[src/rtl/sccomp_run_ctrl.sv]
// ============================================================================
// sccomp_run_ctrl -- run/step/breakpoint controller for a single-cycle CPU
//
// Produces a one-cycle CPU clock enable (cpu_en) from a free-running
// divider tick. Supports free run, single step, a single pc breakpoint, and
// a sticky pc-fault halt for pcs that fall outside the instruction memory.
//
// Configuration macro:
//   RUN_CTRL_BKPT_EN  defined   -> breakpoint compare active in RUN
//                     undefined -> bkpt_addr ignored, HALT only via fault
//
// Parameters:
//   DIV        clk_in cycles per enable tick (>= 1)
//   TEXT_BASE  byte address of instruction word 0
//   IMEM_AW    instruction-memory word-address width
//   CNT_W      retired-instruction counter width
//
// Ports:
//   clk_in     in   sole clock, rising edge
//   reset      in   asynchronous, active-high
//   run        in   level, request free run
//   step       in   rising edge requests one instruction
//   bkpt_addr  in   breakpoint byte address
//   pc         in   current CPU pc
//   cpu_en     out  CPU clock enable, one clk_in cycle wide
//   imem_addr  out  instruction word address derived from pc
//   pc_fault   out  sticky pc fault, cleared only by reset
//   halted     out  state == HALT
//   state      out  IDLE=00 RUN=01 STEP=10 HALT=11
//   inst_cnt   out  count of cpu_en pulses (wraps)
// ============================================================================
module sccomp_run_ctrl #(
  parameter int          DIV       = 10,
  parameter logic [31:0] TEXT_BASE = 32'h0040_0000,
  parameter int          IMEM_AW   = 11,
  parameter int          CNT_W     = 32
) (
  input  logic               clk_in,
  input  logic               reset,
  input  logic               run,
  input  logic               step,
  input  logic [31:0]        bkpt_addr,
  input  logic [31:0]        pc,
  output logic               cpu_en,
  output logic [IMEM_AW-1:0] imem_addr,
  output logic               pc_fault,
  output logic               halted,
  output logic [1:0]         state,
  output logic [CNT_W-1:0]   inst_cnt
);

  typedef enum logic [1:0] {
    S_IDLE = 2'b00,
    S_RUN  = 2'b01,
    S_STEP = 2'b10,
    S_HALT = 2'b11
  } state_t;

  // A width of at least 1 keeps DIV=1 legal; the counter then sits at 0 and
  // tick is permanently high.
  localparam int                DIV_W      = (DIV > 1) ? $clog2(DIV) : 1;
  localparam logic [DIV_W-1:0]  DIV_LAST   = DIV_W'(DIV - 1);
  // Byte size of the instruction memory; one extra bit so IMEM_AW=30 fits.
  localparam logic [32:0]       IMEM_BYTES = 33'(4) << IMEM_AW;

  state_t              state_q, state_d;
  logic [DIV_W-1:0]    div_cnt;
  logic                tick;
  logic                step_q;
  logic                step_edge;
  logic                pc_fault_q;
  logic [CNT_W-1:0]    inst_cnt_q;
  logic [31:0]         offset;
  logic                fault;
  logic                bkpt_hit;
  logic                active;

  // --------------------------------------------------------------------------
  // Address map and fault detection (pure combinational on pc)
  // --------------------------------------------------------------------------
  assign offset    = pc - TEXT_BASE;
  assign imem_addr = offset[IMEM_AW+1:2];
  assign fault     = (pc < TEXT_BASE)
                   || ({1'b0, offset} >= IMEM_BYTES)
                   || (pc[1:0] != 2'b00);

`ifdef RUN_CTRL_BKPT_EN
  assign bkpt_hit = (state_q == S_RUN) && (pc == bkpt_addr);
`else
  // The port stays for pin compatibility; fold it into an unused net.
  logic unused_bkpt;
  assign unused_bkpt = ^bkpt_addr;
  assign bkpt_hit    = 1'b0;
`endif

  // --------------------------------------------------------------------------
  // Divider, step history, fault flag, counter and state register
  // --------------------------------------------------------------------------
  assign tick      = (div_cnt == DIV_LAST);
  assign step_edge = step && !step_q;
  assign active    = (state_q == S_RUN) || (state_q == S_STEP);

  // NOTE: every register here uses non-blocking assignment so all flops
  // sample the same pre-edge values regardless of statement order.
  always_ff @(posedge clk_in or posedge reset) begin
    if (reset) begin
      div_cnt    <= '0;
      step_q     <= 1'b0;
      pc_fault_q <= 1'b0;
      inst_cnt_q <= '0;
      state_q    <= S_IDLE;
    end else begin
      div_cnt    <= tick ? '0 : div_cnt + 1'b1;
      step_q     <= step;
      pc_fault_q <= pc_fault_q || (active && fault);
      if (cpu_en) inst_cnt_q <= inst_cnt_q + 1'b1;
      state_q    <= state_d;
    end
  end

  // --------------------------------------------------------------------------
  // Next-state and enable logic
  // --------------------------------------------------------------------------
  // NOTE: defaults are assigned before the case so no path leaves a signal
  // unassigned, which would otherwise infer a latch.
  always_comb begin
    state_d = state_q;
    cpu_en  = 1'b0;
    case (state_q)
      S_IDLE: begin
        if (run)            state_d = S_RUN;
        else if (step_edge) state_d = S_STEP;
      end
      S_RUN: begin
        cpu_en = tick && !fault && !bkpt_hit;
        if (fault)                state_d = S_HALT;
        else if (!run)            state_d = S_IDLE;
        else if (tick && bkpt_hit) state_d = S_HALT;
      end
      S_STEP: begin
        cpu_en = tick && !fault;
        if (fault)     state_d = S_HALT;
        else if (tick) state_d = S_IDLE;
      end
      S_HALT: begin
        // A faulted controller stays parked until reset.
        if (pc_fault_q)     state_d = S_HALT;
        else if (step_edge) state_d = S_STEP;
        else if (!run)      state_d = S_IDLE;
      end
      default: state_d = S_IDLE;
    endcase
  end

  assign pc_fault = pc_fault_q;
  assign halted   = (state_q == S_HALT);
  assign state    = state_q;
  assign inst_cnt = inst_cnt_q;

endmodule

[config.mk]
export PLATFORM = sky130hd
export DESIGN_NAME = sccomp_run_ctrl
export DESIGN_NICKNAME = d
export VERILOG_FILES = /design/src/rtl/sccomp_run_ctrl.sv
export SDC_FILE = /design/constraint.sdc
export NUM_CORES = 1
export LEC_CHECK = 0
export CAP_MARGIN = 10
export CELL_PAD_IN_SITES_DETAIL_PLACEMENT = 1
export CELL_PAD_IN_SITES_GLOBAL_PLACEMENT = 1
export CORE_MARGIN = 2
export CORE_UTILIZATION = 28
export CTS_CLUSTER_SIZE = 12
export DETAILED_ROUTE_END_ITERATION = 12
export PLACE_DENSITY_LB_ADDON = 0.1
export SLEW_MARGIN = 20
export SYNTH_ARGS = -nofsm -noshare
export SYNTH_HDL_FRONTEND = slang
export SYNTH_SLANG_ARGS = --single-unit
[constraint.sdc]
create_clock -name clk_in -period 2.03 [get_ports clk_in]
set_input_delay 0.406 -clock clk_in [delete_from_list [all_inputs] [get_ports clk_in]]
set_output_delay 0.406 -clock clk_in [all_outputs]
set_load 0.02 [all_outputs]
# == Yosys cells after proc, flatten, opt, wreduce, memory -nomap -nowiden ==
# Cells that the tools add are included.
# op_classes
div,0
n_addsub,3
reduce_logical,13
n_eq_ne,6
multipliers,0
mux,11
shifts,0
magnitude_cmp,2
bitwise,0
# op_table
cell,n
"adder 32 x 1 -> 32 bit, second input constant",1
">= comparator 32 x 14 -> 1 bit, second input constant",1
"< comparator 32 x 23 -> 1 bit, second input constant",1
"subtractor 32 x 23 -> 32 bit, second input constant",1
two-way mux 2 bit,8
one-hot mux 2 bit (4 select lines),1
"!= test 3 bit, second input constant",2
"adder 4 x 1 -> 4 bit, second input constant",1
"== test 2 bit, second input constant",2
"== test 4 bit, second input constant",1
logical OR 1 bit,4
two-way mux 4 bit,1
logical AND 1 bit,3
"== test 2 x 1 -> 1 bit, second input constant",1
zero test 1 bit,2
zero test 2 bit,1
AND reduction 2 bit,1
nonzero test 2 bit,1
OR reduction 2 bit,1
two-way mux 1 bit,1
# word_totals
latch_bits,0
romBits,0
ff_bits,40
inputBits,68
mem_bits_rw,0
word_cells,40
n_memories,0
out_inout_bits,48

# == Longest topological paths before layout ==
# logic_depth
depth_word,7
mapped_depth,6

# == Least setup slack after synthesis ==
# No wires, ideal clock.
# synth_timing
path_kind,in2reg
from,input pc[25]
to,"register inst_cnt_q[1], in the netlist inst_cnt[1]"
n_path_buf,0
slack_ns,-0.294
arrival_time_ns,2.200
stages,4
t_required_ns,1.905
path_cell_list,nor4b_1 -> nand4_2 -> nor3_1 -> mux2_2
# synth_between
elab_chain_cells,7
elab_cells_between_ends,8
# synth_lines
item,line,source
start: declaration,43,"input logic [31:0] pc,"
subtractor 32 x 23 -> 32 bit,81,assign offset = pc - TEXT_BASE;
>= comparator 32 x 14 -> 1 bit,84,"|| ({1'b0, offset} >= IMEM_BYTES)"
logical OR 1 bit *,84,
logical OR 1 bit *,85,|| (pc[1:0] != 2'b00);
zero test 1 bit *,"135, 141",
logical AND 1 bit *,"135, 141",
two-way mux 1 bit *,--,
via cpu_en,44,"output logic cpu_en,"
end signal: assignment,116,if (cpu_en) inst_cnt_q <= inst_cnt_q + 1'b1;
end: declaration,72,logic [CNT_W-1:0] inst_cnt_q;
# Mark *: on every way through the listed nets, which the timed path passes. The rest lies on a longest branch.
# A chain may end at the register's enable or synchronous reset.

# == Final worst setup path ==
# layout_timing
from,input pc[22]
to,"register inst_cnt_q[20], in the netlist inst_cnt[20]"
# layout_between
elab_chain_cells,7
elab_cells_between_ends,8
# layout_lines
item,line
subtractor 32 x 23 -> 32 bit,81
>= comparator 32 x 14 -> 1 bit,84
logical OR 1 bit *,84
logical OR 1 bit *,85
zero test 1 bit *,"135, 141"
logical AND 1 bit *,"135, 141"
two-way mux 1 bit *,--
# Mark *: on every way between the ends. The rest lies on a longest branch, timed or not.

==> flow_metrics.py <==
metrics = {
    "route": {
        "drtIter0Drc": 51,
        "wl_per_cell_um": 14.0,
        "first_pass_iters": 4,
        "wl_mm": 5.47,
        "drc_errors": 0,
        "ant_nets": 0,
        "vias": 1813,
        "via_per_inst": 4.64,
    },
    "floorplanning": {
        "dieArea_sq_um": 8220,
        "die_h_um": 90.7,
        "ios": 116,
        "rows": 31,
        "floorplan.initialDensity": 0.290,
        "core-area_sq_um": 7250,
        "die_w_um": 90.7,
    },
    "synthesis": {
        "synth_compound_area_frac": 0.0529,
        "synth.distinct_cells": 38,
        "synth_top_family_by_area": "simple AND/OR/NAND/NOR gates",
        "ys_warn_count": 0,
        "synth.top_cell.area_share": 0.476,
        "synthFlopType": "dfrtp_1",
        "yosys.area_share.simple": 0.236,
        "synth_area_leaders": "dfrtp_1 48%, xnor2_1 10%, buf_4 3.9%, nand2_1 3.7%, xor2_1 3.7%",
        "ys_ff_latch": 40,
        "ys_async_sr_fraction": 1.00,
        "synthCells": 199,
        "avgSynthCellArea_sq_um": 10.6,
        "post_synth_xor_area_fraction": 0.137,
        "synthAdderAreaFrac": 0.0357,
        "synth-seq-area-share": 0.476,
        "synth_area_sq_um": 2100,
        "synthMuxAreaShare": 0.0101,
        "synth-edff-count": 0,
        "syn-num-nets": 273,
        "yosysTopAreaCell": "dfrtp_1",
    },
    "min_path": {
        "hold_class": "reg2reg",
        "hp-start": "inst_cnt[26]$_DFFE_PP0P_",
        "holdPathEnd": "inst_cnt[26]$_DFFE_PP0P_",
        "worstHoldPathCells": 1,
    },
    "cts": {
        "cts.path.max_buffers": 2,
        "clock_sinks": 40,
        "hold_buffers": 0,
        "root_buffer": "clkbuf_8",
        "path_clk_slew_ns": 0.09,
        "cts_tree": "done",
        "htree_levels": 2,
        "cts_buffers": 5,
        "worstSkewPairLatency_ns": 0.29,
    },
    "setup_path": {
        "r2r_start": "state[0]$_DFFE_PP0P_",
        "crit_required_ns": 2.24,
        "start_kind": "primary input",
        "rrSetupSlack_ns": 0.09,
        "slowest_delay_ns": 0.61,
        "arrival_ns": 2.18,
        "crit_buf_inv": 3,
        "crit_type": "in2reg",
        "crit_path_end_kind": "register",
        "crit_path_max_fanout": 4,
        "slowest_stage": "or4_4",
        "critical_path.top_delay_family": "simple AND/OR/NAND/NOR gates",
        "crit_top_cell": "buf_4",
        "ff2ff_path_depth": 7,
        "cp_cell_sequence": "dlygate4sd2_1 -> buf_4 -> xor2_2 -> buf_4 -> nand4_1 -> or4_4 -> nor3_4 -> xor2_1",
        "reg2reg_to": "inst_cnt[20]$_DFFE_PP0P_",
    },
    "sta": {
        "max_slew_margin": 0.660,
        "final.period_utilization": 0.967,
        "hold_ws_ns": 0.485,
        "worst_pin_slew_ns": 0.509,
        "hold_viol": 0,
        "drv_slew": 0,
        "setup_viol": 0,
        "setup_slack_ns": 0.0665,
        "fin_crit_ns": 1.96,
        "skew_ns": 0.0120,
        "rsz0062_at_grt": "no",
        "tns_ns": 0,
        "max_freq_mhz": 509,
    },
    "power_and_ir_drop": {
        "leakage_nw": 1.47,
        "powerDensity_nw_per_um2": 717,
        "ir_drop_v": 0.000335,
        "p_total_mw": 2.32,
    },
    "cells_and_area": {
        "antennaDiodeCount": 0,
        "drive_above_1_share": 0.240,
        "fillers": 826,
        "area_delta_synth_final_pct": 53.7,
        "nets": 365,
        "final_cell_mix": "38 x dfrtp_1, 38 x clkdlybuf4s50_1, 32 x buf_4",
        "instances_no_fill": 391,
        "regArea_sq_um": 1000,
        "multi_input_area_sq_um": 1090,
    },
    "place": {
        "hpwl_mm": 4.07,
        "dp_slack_ns": -0.636,
        "routabilityCongestion": 0.755,
        "dp.cells": 377,
        "place.port_buffers": 61,
    },
    "flow_run": {
        "maxCapViolCount": 0,
    },
    "grt": {
        "grt_first_pass_wirelength_mm": 9.42,
        "grt_pass1_vias": 1965,
        "grt_overflow": 0,
        "grt.total_usage": 0.140,
        "antenna_found_initial": 0,
        "grt_max_degree": 41,
    },
    "status": {
        "status": "complete, no violations",
    },
}
## metrics by stage
| stage | utilization | cell area (sq um) |
|---|---|---|
| CTS | 0.440 | 3190 |
| floorplan | - | 2120 |
| finish | 0.446 | 3230 |
| global placement | 0.412 | 2990 |
| detailed placement | 0.412 | 2990 |
| global route | 0.446 | 3230 |
## power by group
group / internal, mW / switching, mW
Sequential: 0.823 / 0.0126
Clock: 0.492 / 0.277
Combinational: 0.346 / 0.367
Total: 1.66 / 0.657
## cell type report
cell class / count / area share
multi-input cells: 141 / 0.336
flip-flops and latches: 40 / 0.310
repair buffers: 96 / 0.266
well taps: 99 / 0.0383
clock buffers: 6 / 0.0224
clock inverters: 2 / 0.0186
inverters: 7 / 0.00813
## cells by family after synthesis
| family | Yosys count |
|---|---|
| and+or+nand+nor | 82 |
| DFF | 40 |
| xor gates and xnor gates | 33 |
| AOI/OAI and AO/OA | 18 |
| buffers and inverters | 18 |
| adders and majority gates | 6 |
| muxes | 2 |
## synthesized netlist by cell type (2+ instances only)
cell type,count
a21oi_1,6
and3_1,7
and4_1,2
buf_4,11
dfrtp_1,40
ha_1,6
inv_1,7
nand2_1,21
nand2b_1,2
nand3_1,14
nand4_1,7
nand4_2,2
nor2_1,6
nor3_1,3
nor3_2,2
nor4_1,5
nor4_2,2
o21ai_0,5
xnor2_1,24
xor2_1,9
## per-layer routing
metal / vias up / GRT usage / part of all wire
met1: 907 / 0.176 / 0.47
met2: 35 / 0.245 / 0.50
met4: 0 / 0.0308 / 0.0031
met3: 2 / 0.0317 / 0.027
li1: 869 / - / -
met5: - / 0 / 0
## sequential cells by signal (all words and copies together), names as in the netlist
register / count
inst_cnt: 32
div_cnt: 4
state: 2
pc_fault: 1
step_q: 1
## repair_timing
| item | CTS | global route |
|---|---|---|
| setup endpoints to repair | 27 | 11 |
| pin swaps | 13 | 8 |
| buffers inserted | 4 | 3 |
| resized for setup | 41 | 5 |
## worst max-delay path by stage
stage                             startpoint                  endpoint  depth (start not counted)
floorplan                             pc[25]  inst_cnt[20]$_DFFE_PP0P_                          5
global placement                      pc[22]                    cpu_en                          5
detailed placement                    pc[22]                    cpu_en                          5
finish                                pc[22]  inst_cnt[20]$_DFFE_PP0P_                          8
CTS                 inst_cnt[10]$_DFFE_PP0P_  inst_cnt[20]$_DFFE_PP0P_                          5
global route                          pc[25]   inst_cnt[5]$_DFFE_PP0P_                          9
(Power assumes the default switching activity.)
==> edit: new RTL, same flow settings <==
Add a define of `RUN_CTRL_BKPT_EN`.
--- a/src/rtl/sccomp_run_ctrl.sv
+++ b/src/rtl/sccomp_run_ctrl.sv
@@ -30,4 +30,6 @@
 //   inst_cnt   out  count of cpu_en pulses (wraps)
 // ============================================================================
+`define RUN_CTRL_BKPT_EN
+
 module sccomp_run_ctrl #(
   parameter int          DIV       = 10,
Check against the original RTL: not equivalent (a bounded check fails within 10 cycles, from zero or initial values and one cycle with reset high).
==> edit against the unedited design <==
The run now ends with setup timing left. Global-route usage up 6.7 points. Wire length up 96%. Cell count up 53%. Worst setup slack worse by 0.52 ns. Clock power down 6.5%. Total power up 9.9%. Design area up 63%. Sequential cell count unchanged. Clock skew up 0.0026 ns. Synthesized area up 27%. Largest cell class unchanged.
==> edit: results (changes against the unedited design) <==
Cells and area:
- The number of cells in the finished layout apart from fillers is 597 (was 391).
- The proportion of cell area occupied by multi-input gates is 0.391 (was 0.336).
- The non-clock buffer count in the final layout is 196 (was 96).
- The final-layout non-clock buffer area share is 0.355 (was 0.266).
- The proportion of layout cells with a drive suffix above 1 is 0.365 (was 0.240).
- The non-clock inverter count in the final layout was 15 (was 7).

Yosys:
- Largest cells by area after synthesis: sky130_fd_sc_hd__dfrtp_1, sky130_fd_sc_hd__xnor2_1, sky130_fd_sc_hd__xor2_1 (was sky130_fd_sc_hd__dfrtp_1, sky130_fd_sc_hd__xnor2_1, sky130_fd_sc_hd__buf_4).
- The number of distinct library cell variants in the gate-level netlist after synthesis is 42 (was 38).
- The xor-xnor portion of the synthesized cell area is 0.213 (was 0.137).
- The multiplexer area fraction after synthesis was 0.0215 (was 0.0101).

Setup path:
- The largest fanout on the critical path is 6 (was 4).
- The arrival time at the worst endpoint was 2.67 ns (was 2.18 ns).
- The end of the worst register-to-register path is inst_cnt[22]$_DFFE_PP0P_ (was inst_cnt[20]$_DFFE_PP0P_).

CTS:
- The post-cts gate resize count came to 118 (was 41).
- The clock latency on the worst-skew pair is 0.31 ns (was 0.29 ns).

STA:
- The worst slack on hold paths came to 0.496 ns (was 0.485 ns).
- The setup skew after layout was 0.0146 ns (was 0.0120 ns).
- The setup TNS is -13.27 ns (was 0 ns).
- The total of endpoints with negative setup slack in the final report was 35 (was 0).
- The final worst setup slack was -0.449 ns (was 0.0665 ns).

Drt:
- The routed length on met1 is 4380 um (was 2590 um).
- The amount of wire on met2 after detailed routing was 5950 um (was 2720 um).
- The total via count after detailed routing is 2,839 (was 1,813).

Placement:
- The placed cell count is 573 (was 377).
- The cell area after placement was 4570 um2 (was 2990 um2).
- The count of input and output buffers is 115 (was 61).
- The sum of net half-perimeters after detailed placement is 7540 um (was 4070 um).

Run status:
- The final reports fail on setup timing.
- Result of the run: finished with violations (was completed).

Power:
- The static leakage power is 2.58 nW (was 1.47 nW).
- The worst vdd rail ir drop is 0.287 mV (was 0.335 mV).

Global routing:
- The routing usage on met2 is 0.386 (was 0.245).
- The total routing resource utilization after global routing is 0.207 (was 0.140).
- The met1 track demand over resource is 0.256 (was 0.176).
[edit: changes by cell type after synthesis, moves of 4 or more]
cell and delta:
sky130_fd_sc_hd__nand4_1 +15, sky130_fd_sc_hd__nor3_1 +12, sky130_fd_sc_hd__clkbuf_1 +4, sky130_fd_sc_hd__inv_1 +8
sky130_fd_sc_hd__xnor2_1 +11, sky130_fd_sc_hd__nor4_1 +9, sky130_fd_sc_hd__nor2_1 +8, sky130_fd_sc_hd__nand2_1 -6
sky130_fd_sc_hd__xor2_1 +21
[edit: critical path: stages]
cell and delay, ns:
sky130_fd_sc_hd__buf_8 0.10, sky130_fd_sc_hd__xor2_2 0.17, sky130_fd_sc_hd__or4_4 0.53, sky130_fd_sc_hd__or4_4 0.55, sky130_fd_sc_hd__o41ai_4 0.23, sky130_fd_sc_hd__buf_6 0.17, sky130_fd_sc_hd__buf_8 0.14, sky130_fd_sc_hd__buf_12 0.14
sky130_fd_sc_hd__nor3_4 0.05, sky130_fd_sc_hd__xor2_1 0.18
[edit: logic make-up (layout without fill, tap and decap cells)]
family                   after synthesis  count (layout)
AO/OA/AOI/OAI                         17              17
multiplexers                           5               5
flip-flops                            40              40
buffers and inverters                 34             219
adder cells (fa/ha/maj)                6               6
XOR/XNOR                              65              65
AND/OR/NAND/NOR                      116             116
[edit: power groups by stage]
| stage | Sequential, mW | Combinational, mW | Clock, mW |
|---|---|---|---|
| 6_report | 0.831 | 0.996 | 0.719 |
| 5_1_grt | 0.832 | 1.07 | 0.758 |
| 4_1_cts | 0.829 | 0.968 | 0.732 |
| 3_5_place_dp | 0.847 | 0.892 | 0 |
| 3_3_place_gp | 0.845 | 0.879 | 0 |
| 2_1_floorplan | 0.878 | 0.398 | 0 |
